**src/rtl/boton_ajuste.sv**
```systemverilog
//==============================================================================
// Module   : boton_ajuste
// Brief    : Synchronises, debounces and edge-detects the two adjust buttons and
//            emits single-cycle UP/DOWN strobes while Modificando is high.
//            Auto-repeat is built only when BOTON_AUTOREPEAT_EN is defined.
// Revision : 1.0 - initial release
//==============================================================================
`default_nettype none

module boton_ajuste #(
    parameter int DEB_CYCLES    = 1_000_000,
    parameter int HOLD_CYCLES   = 50_000_000,
    parameter int REPEAT_CYCLES = 10_000_000,
    parameter int CNT_W         = 26
) (
    input  logic CLK,
    input  logic RESET,
    input  logic BTN_UP,
    input  logic BTN_DOWN,
    input  logic Modificando,
    output logic UP,
    output logic DOWN
);

    localparam logic [CNT_W-1:0] C_DEB_LAST = CNT_W'(DEB_CYCLES - 1);

`ifdef BOTON_AUTOREPEAT_EN
    localparam logic [CNT_W-1:0] C_HOLD_LAST = CNT_W'(HOLD_CYCLES - 1);
    localparam logic [CNT_W-1:0] C_RPT_LAST  = CNT_W'(REPEAT_CYCLES - 1);

    typedef enum logic [1:0] {
        S_IDLE = 2'd0,
        S_HOLD = 2'd1,
        S_RPT  = 2'd2,
        S_LOCK = 2'd3
    } state_t;
`else
    typedef enum logic [1:0] {
        S_IDLE    = 2'd0,
        S_PRESSED = 2'd1,
        S_LOCK    = 2'd3
    } state_t;

    logic w_unused_cfg;
    assign w_unused_cfg = HOLD_CYCLES[0] ^ REPEAT_CYCLES[0];
`endif

    logic [1:0] w_btn;
    logic [1:0] w_deb;
    logic [1:0] w_strobe;

    assign w_btn = {BTN_DOWN, BTN_UP};
    assign UP    = w_strobe[0];
    assign DOWN  = w_strobe[1];

    for (genvar gi = 0; gi < 2; gi++) begin : g_chan
        logic             r_sync1_q;
        logic             r_sync2_q;
        logic             r_deb_q;
        logic             w_deb_d;
        logic [CNT_W-1:0] r_cnt_q;
        logic [CNT_W-1:0] w_cnt_d;
        logic             r_prev_q;
        state_t           r_state_q;
        state_t           w_state_d;
        logic             r_strobe_q;
        logic             w_strobe_d;
        logic             w_other;
        logic             w_rise;
`ifdef BOTON_AUTOREPEAT_EN
        logic [CNT_W-1:0] r_timer_q;
        logic [CNT_W-1:0] w_timer_d;
`endif

        // Left out of reset so a button held across reset is re-accepted quickly.
        always_ff @(posedge CLK) begin
            r_sync1_q <= w_btn[gi];
            r_sync2_q <= r_sync1_q;
        end

        always_comb begin
            w_deb_d = r_deb_q;
            w_cnt_d = '0;
            if (r_sync2_q != r_deb_q) begin
                if (r_cnt_q == C_DEB_LAST) begin
                    w_deb_d = ~r_deb_q;
                end else begin
                    w_cnt_d = r_cnt_q + 1'b1;
                end
            end
        end

        assign w_deb[gi] = r_deb_q;
        assign w_other   = w_deb[1-gi];
        assign w_rise    = r_deb_q & ~r_prev_q;

        always_comb begin
            w_state_d  = r_state_q;
            w_strobe_d = 1'b0;
`ifdef BOTON_AUTOREPEAT_EN
            w_timer_d  = r_timer_q;
`endif
            case (r_state_q)
                S_IDLE: begin
                    if (w_rise) begin
                        if (w_other) begin
                            w_state_d = S_LOCK;
                        end else if (Modificando) begin
                            w_strobe_d = 1'b1;
`ifdef BOTON_AUTOREPEAT_EN
                            w_state_d  = S_HOLD;
                            w_timer_d  = '0;
`else
                            w_state_d  = S_PRESSED;
`endif
                        end
                    end
                end
`ifdef BOTON_AUTOREPEAT_EN
                // Release and mode exit win over a strobe due in the same cycle.
                S_HOLD, S_RPT: begin
                    w_timer_d = r_timer_q + 1'b1;
                    if (!r_deb_q || !Modificando) begin
                        w_state_d = S_IDLE;
                    end else if (w_other) begin
                        w_state_d = S_LOCK;
                    end else if (r_timer_q == ((r_state_q == S_HOLD) ? C_HOLD_LAST : C_RPT_LAST)) begin
                        w_state_d  = S_RPT;
                        w_strobe_d = 1'b1;
                        w_timer_d  = '0;
                    end
                end
`else
                S_PRESSED: begin
                    if (!r_deb_q || !Modificando) begin
                        w_state_d = S_IDLE;
                    end else if (w_other) begin
                        w_state_d = S_LOCK;
                    end
                end
`endif
                S_LOCK: begin
                    if (!r_deb_q && !w_other) begin
                        w_state_d = S_IDLE;
                    end
                end
                default: w_state_d = S_IDLE;
            endcase
        end

        always_ff @(posedge CLK) begin
            if (RESET) begin
                r_deb_q    <= 1'b0;
                r_cnt_q    <= '0;
                r_prev_q   <= 1'b0;
                r_state_q  <= S_IDLE;
                r_strobe_q <= 1'b0;
`ifdef BOTON_AUTOREPEAT_EN
                r_timer_q  <= '0;
`endif
            end else begin
                r_deb_q    <= w_deb_d;
                r_cnt_q    <= w_cnt_d;
                r_prev_q   <= r_deb_q;
                r_state_q  <= w_state_d;
                r_strobe_q <= w_strobe_d;
`ifdef BOTON_AUTOREPEAT_EN
                r_timer_q  <= w_timer_d;
`endif
            end
        end

        assign w_strobe[gi] = r_strobe_q;
    end

endmodule

`default_nettype wire
```
**config.mk**
```make
export PLATFORM = sky130hd
export DESIGN_NAME = boton_ajuste
export DESIGN_NICKNAME = d
export VERILOG_FILES = /design/src/rtl/boton_ajuste.sv
export SDC_FILE = /design/constraint.sdc
export NUM_CORES = 1
export LEC_CHECK = 0
export ABC_CLOCK_PERIOD_IN_PS = 1800
export CAP_MARGIN = 5
export CORE_MARGIN = 3
export CORE_UTILIZATION = 55
export DETAILED_ROUTE_END_ITERATION = 6
export PLACE_DENSITY_LB_ADDON = 0.2
export SLEW_MARGIN = 20
export SYNTH_ARGS = -nofsm -noshare
export SYNTH_HDL_FRONTEND = slang
export SYNTH_SLANG_ARGS = --single-unit
```
**constraint.sdc**
```tcl
create_clock -name CLK -period 1.8 [get_ports CLK]
set_input_delay 0.36 -clock CLK [delete_from_list [all_inputs] [get_ports CLK]]
set_output_delay 0.36 -clock CLK [all_outputs]
set_load 0.05 [all_outputs]
```
==> summary.txt, run 1 <==
Run status
  – Status: complete, no violations

Synth
  – Post-synthesis instance area: 0.002980 mm²
  – Top_reg_cell synth: dfxtp_1
  – EDFF count, synth: 0
  – FFs w/ async S/R, synth: 0%
  – Post-Syn Area per Cell: 8.589 µm²
  – #FFs+latches synth: 66
  – Synth Warn #: 0
  – Syn Nets: 354
  – Largest area contributor in the netlist: dfxtp_1
  – Sequential area share after synthesis: 44.33%
  – Synth area leaders: dfxtp_1, a21oi_1, xnor2_1
  – Top-area cell type share of the netlist area: 44.33%
  – Distinct cells, synth: 39
  – Post-Syn Instances: 347

CTS
  – CTS buffer count: 9
  – # hold bufs at CTS: 0
  – Root Buffer: clkbuf_8
  – Worst-path clk slew: 0.08 ns
  – Sink Count: 66
  – Skew-Pair Late Insertion Delay: 0.34 ns
  – CTS Buffer Depth: 2
  – CTS tree: done
  – H-tree levels: 3

Min path
  – Worst min path class: register to register
  – Launch point of the worst hold path: g_chan[0].r_sync1_q
  – Worst Hold Depth: 0
  – Hold endpoint: g_chan[0].r_sync2_q

Timing
  – Fin crit share: 99.66%
  – Pins over their slew limit: 0
  – Worst-margin pin slew: 0.5363 ns
  – Final hold vios: 0
  – Clock skew: 0.01005 ns
  – Tmin final: 1.794 ns
  – Fmax: 557.4 MHz
  – Relative slew margins: 63.74%
  – Final WS setup: 0.006068 ns
  – Final setup viols: 0
  – Unrepaired setup endpoints after global routing: yes

Final layout
  – Final nets: 417
  – Most frequent cells in the layout: buf_4, dfxtp_1, nor2_1
  – Area growth syn-to-layout: 30.10%
  – Commonest non-fill, non-tap cell in the layout: buf_4
  – Register area: 0.001353 mm²
  – Util after Layout: 74.96%
  – Layout cells sized above 1: 31.08%
  – Area of the multi-input gates: 0.001662 mm²
  – Final std cells w/o fill: 485
  – Ant diodes: 0
  – Fillers: 365

Place
  – Pre-CTS WS: -0.05774 ns
  – Number of buffers added on ports: 6
  – Placed Cells: 459
  – Routability cong.: 0.8510
  – Detailed Place HPWL: 4540 µm

Critical path
  – Startpoint Class: register
  – Worst flop-to-flop path endpoint: g_chan[0].r_cnt_q[23]
  – RR Startpoint: g_chan[0].r_cnt_q[13]
  – Max stage delay on crit path: 0.55 ns
  – CP Cell Sequence: nand3_2 -> or4_4 -> buf_6 -> or4_4 -> a21oi_2
  – Crit path arrival time: 2.08 ns
  – Critical path's slowest cell: or4_4
  – Crit Path Category: register to register
  – Crit path max fanout: 7
  – Most used cell, CP: or4_4
  – Critical Path RT: 2.08 ns
  – Reg2Reg Depth: 5
  – Critical path endpoint category: register
  – R2R setup slack: 0.006 ns
  – Top delay family on crit path: simple AND/OR/NAND/NOR gates
  – Buf/Inv on CP: 1

Global route
  – Initial antenna violation count: 0
  – Met3 global-route usage: 7.223%
  – Met1 usage in global routing: 28.53%
  – Most Crowded Layer GR: met2
  – Largest net degree at the start of global routing: 26
  – Met2 GRT Util: 40.98%
  – GRT Total Usage: 24.03%
  – Global-route wire length before repair: 12,010 µm
  – Number of global-route vias before repair: 2,683
  – Remaining global-route overflow: 0

Job
  – Max cap viols: 0

Floorplanning
  – Area of the die: 0.006338 mm²
  – Die X: 79.61 µm
  – Core Region: 0.005172 mm²
  – Initial Utilization: 57.62%
  – Die Ht: 79.61 µm
  – Site row count: 26
  – Ports: 7

Drt
  – Drt pass-1 iters: 4
  – DRC errors left: 0
  – Iteration-0 DRC Markers: 130
  – DR vias/cell: 5.806
  – Via count: 2,816
  – Antenna-violating nets left: 0
  – Drt wl/cell: 14.60 µm
  – Wirelength, routed: 7080 µm

Pwr
  – P per Cell Area: 711.8 mW/mm²
  – Leak: 0.001298 µW
  – Maximum VDD drop: 0.0006163 V
[cell families after synthesis]
group,synth area share (%)
AOI/OAI and AO/OA,13.35
xor gates and xnor gates,7.347
adders and majority gates,0.8395
buffers and inverters,3.401
DFF,44.33
and+or+nand+nor,30.73
[per-stage QoR]
stage,power (µW),cell area (µm²),setup TNS [ns],hold WS (ns)
floorplan,1540,2989,-0.7667,0.3096
global placement,1576,3475,0,0.3238
detailed placement,1577,3475,-0.2131,0.3185
CTS,2792,3727,-0.01115,0.3439
global route,2861,3877,-0.1404,0.3459
finish,2760,3877,0,0.3424
[cells in the mapped netlist, types with 2 or more instances]
| cell type | n |
|---|---|
| nand3_2 | 2 |
| nor2_1 | 35 |
| or4_1 | 17 |
| or3_1 | 15 |
| xor2_1 | 8 |
| o21ai_0 | 15 |
| nor4_1 | 9 |
| or2_2 | 4 |
| clkbuf_1 | 10 |
| inv_1 | 13 |
| nor2b_1 | 3 |
| ha_1 | 2 |
| dfxtp_1 | 66 |
| and3_1 | 2 |
| nand3_1 | 19 |
| a21oi_1 | 30 |
| o31ai_1 | 14 |
| nor4b_1 | 6 |
| nor3_1 | 6 |
| xnor2_1 | 17 |
| buf_2 | 3 |
| o21ai_1 | 2 |
| nand4_1 | 12 |
| and4_1 | 4 |
| nand2_1 | 19 |
[state kept, by name, indices dropped and copies added, names as in the netlist]
signal,flops
g_chan.r_sync2_q,2
DOWN,1
g_chan.r_cnt_q,52
g_chan.r_sync1_q,2
g_chan.r_prev_q,2
g_chan.w_other,1
g_chan.r_deb_q,1
g_chan.r_state_q,4
UP,1
[worst reg2reg max path, cell delays in order (launching register included)]
cell,delay [ns]
dfxtp_2,0.34
nand3_2,0.08
or4_4,0.55
buf_6,0.15
or4_4,0.48
a21oi_2,0.14
[final cells by class]
type                            count  area share, %
Multi-Input combinational cell    255          42.85
Sequential cell                    66          34.88
Timing Repair Buffer               65          13.75
Clock buffer                        9          3.195
Tap cell                           70          2.259
Clock inverter                      7          1.807
Inverter                           13          1.258
[power breakdown]
part	switching (µW)	internal [µW]
Sequential	8.21	1470
Combinational	38.1	35.2
Clock	576	636
[metal layers]
| metal | part of all wire [%] | vias to the layer above | wire (µm) |
|---|---|---|---|
| met1 | 44 | 1349 | 3084 |
| li1 | - | 1400 | - |
| met4 | 1.8 | 0 | 128 |
| met5 | 0 | - | 0 |
| met3 | 4.1 | 14 | 289 |
| met2 | 51 | 53 | 3577 |
[worst max-delay path by stage]
stage | endpoint | depth (start not counted) | slack [ns] | start
floorplan | g_chan[1].r_cnt_q[3] | 6 | -0.04 | g_chan[1].r_cnt_q[0]
global placement | g_chan[1].r_cnt_q[19] | 5 | 0.01 | g_chan[1].r_cnt_q[0]
detailed placement | g_chan[1].r_cnt_q[19] | 5 | -0.06 | g_chan[1].r_cnt_q[0]
CTS | g_chan[1].r_cnt_q[19] | 5 | -0.01 | g_chan[1].r_cnt_q[0]
global route | g_chan[0].r_cnt_q[23] | 5 | -0.04 | g_chan[0].r_cnt_q[13]
finish | g_chan[0].r_cnt_q[23] | 5 | 0.006 | g_chan[0].r_cnt_q[13]
[repair_timing]
item	CTS	global route
endpoints found under the setup margin	11	36
hold endpoints to repair	0	0
cloned	1	0
gates resized for setup	13	38
pin swaps	7	16
buffers inserted	5	4
No activity file was read; power rests on OpenSTA's default activity.
==> run 2, diff against run 1 <==
CORE_MARGIN = not set   (was 3)
PLACE_DENSITY = 0.75   (was not set)
PLACE_DENSITY_LB_ADDON = not set   (was 0.2)
SLEW_MARGIN = not set   (was 20)
==> run 2 against run 1 <==
  * Highest routed layer unchanged
  * Power is 12% higher
  * Register-to-register slack got worse by 0.10 ns
  * Sequential share of layout area fell by 0.57 points
  * Die area is 9.8% lower
  * Critical path depth stayed put
  * Worst hold slack worse by 0.0056 ns
  * The run now ends with setup timing left
  * Cell area rose by 0.81%
==> summary.txt, run 2 (synthesis gave the netlist of run 1 again) <==
Place
  – Routability cong.: 0.8101 (-4.8%)
  – Detailed Place HPWL: 4511 µm (-0.64%)
  – Pre-CTS WS: -0.02265 ns (+0.03510 ns)
  – Number of buffers added on ports: 6 (unchanged)

Timing
  – Final setup viols: 1 (+1)
  – Fmax: 527.5 MHz (-5.4%)
  – Unrepaired setup endpoints after global routing: yes
  – Final hold vios: 0 (unchanged)
  – Worst-margin pin slew: 0.4776 ns (-0.05877 ns)
  – Pins over their slew limit: 0 (unchanged)
  – Final WS setup: -0.09585 ns (-0.1019 ns)
  – Tmin final: 1.896 ns (+0.1019 ns)
  – Min Hold Slack: 0.3368 ns (-0.005584 ns)
  – Clock skew: 0.005800 ns (-0.004251 ns)
  – Fin crit share: 105.3% (+5.7 points)
  – Relative slew margins: 67.71% (+4.0 points)

Run status
  – Failing checks: setup timing
  – Status: finished with violations

Floorplanning
  – Die Ht: 75.61 µm (-5.0%)
  – Ports: 7 (unchanged)
  – Area of the die: 0.005717 mm² (-9.8%)
  – Initial Utilization: 57.62% (unchanged)
  – Site row count: 26 (unchanged)
  – Core Region: 0.005172 mm² (unchanged)
  – Die X: 75.61 µm (-5.0%)

Drt
  – DR vias/cell: 5.872 (+1.1%)
  – Drt wl/cell: 14.70 µm (+0.67%)
  – Iteration-0 DRC Markers: 177 (+36%)
  – Via count: 2,842 (+0.92%)
  – Wirelength, routed: 7113 µm (+0.47%)
  – Drt pass-1 iters: 4 (unchanged)
  – Antenna-violating nets left: 0 (unchanged)
  – DRC errors left: 0 (unchanged)

CTS
  – CTS buffer count: 9 (unchanged)
  – # hold bufs at CTS: 0 (unchanged)
  – Skew-Pair Late Insertion Delay: 0.35 ns (about the same)
  – H-tree levels: 3 (unchanged)
  – CTS Buffer Depth: 2 (unchanged)
  – CTS tree: done
  – Root Buffer: clkbuf_8
  – Sink Count: 66 (unchanged)
  – Worst-path clk slew: 0.07 ns (about the same)

Final layout
  – Area growth syn-to-layout: 31.15%
  – Biggest register: g_chan.r_cnt_q
  – Commonest non-fill, non-tap cell in the layout: buf_4
  – Final nets: 416 (-0.24%)
  – Util after Layout: 75.57% (+0.60 points)
  – Layout cells sized above 1: 30.43% (-0.65 points)
  – Top Registers: g_chan.r_cnt_q (52), g_chan.r_state_q (4)
  – Ant diodes: 0 (unchanged)
  – Max reg flops: 52 (unchanged)
  – Most frequent cells in the layout: buf_4, dfxtp_1, nor2_1

Min path
  – Worst min path class: register to register

Critical path
  – Critical path endpoint category: register
  – Crit Path Category: register to register
  – Max stage delay on crit path: 0.50 ns (-0.05 ns)
  – Critical Path RT: 2.06 ns (-0.02 ns)
  – Top delay family on crit path: simple AND/OR/NAND/NOR gates
  – Startpoint Class: register
  – Buf/Inv on CP: 1 (unchanged)
  – Critical path's slowest cell: or4_1
  – R2R setup slack: -0.1 ns (-0.10 ns)
  – CP Cell Sequence: nand4_1 -> buf_4 -> or4_4 -> or4_1 -> o31ai_1
  – Crit path max fanout: 5 (-2)
  – Crit path arrival time: 2.16 ns (+0.08 ns)

Global route
  – Number of global-route vias before repair: 2,537 (-5.4%)
  – Largest net degree at the start of global routing: 20 (-23%)
  – GRT Total Usage: 25.88% (+1.9 points)
  – Remaining global-route overflow: 0 (unchanged)
  – Global-route wire length before repair: 10,990 µm (-8.5%)
  – Initial antenna violation count: 0 (unchanged)

Pwr
  – Leak: 0.001319 µW (+1.6%)
  – Maximum VDD drop: 0.0006353 V (+3.1%)
  – P per Cell Area: 794.0 mW/mm² (+12%)

Job
  – Max cap viols: 0 (unchanged)
[run 2: final cells by class]
class | count | area [µm²]
sequential | 66 | 1341
fill | 369 | 1264
clock inverter | 5 | 100.1
tap | 70 | 87.58
clock buffer | 11 | 151.4
multi-input combinational | 255 | 1668
inverter | 13 | 48.80
timing repair buffer | 64 | 511.7
[run 2: report_power, final]
part	switching, µW	leakage (µW)	total [µW]	internal [µW]
Sequential	6.95	0.000542	1480	1470
Combinational	39.7	0.000648	72.3	32.6
Clock	564	0.000129	1560	991
[run 2: repair_timing]
action,CTS,global route
endpoints found under the setup margin,13,43
buffers inserted,5,2
gates cloned,1,1
pin swaps,12,17
gates resized for setup,22,26
[run 2: path summary, 6_finish.rpt]
path,start,end,cells after the start
setup reg to reg,g_chan[1].r_cnt_q[8],g_chan[1].r_cnt_q[18],5
setup / recovery,g_chan[1].r_cnt_q[8],g_chan[1].r_cnt_q[18],5
hold / removal,g_chan[0].r_sync1_q,g_chan[0].r_sync2_q,0
hold reg to reg,g_chan[0].r_sync1_q,g_chan[0].r_sync2_q,0
[run 2: per-stage QoR]
| step | total power (µW) | setup TNS [ns] | cell area [µm²] | cells |
|---|---|---|---|---|
| 2_1_floorplan | 1540 | -0.7667 | 2989 | 347 |
| 3_5_place_dp | 1572 | -0.08828 | 3450 | 459 |
| 4_1_cts | 3108 | -0.08237 | 3795 | 481 |
| 5_1_grt | 3179 | -0.9589 | 3909 | 484 |
| 6_report | 3103 | -0.09585 | 3909 | 484 |
| 3_3_place_gp | 1570 | 0 | 3450 | 459 |
[run 2: metal layers]
layer,vias up,wire length (µm),global-route usage [%]
li1,1402,-,-
met2,51,3472,41.47
met5,-,0,0
met3,15,235,5.026
met1,1374,3241,32.62
met4,0,163,15.02
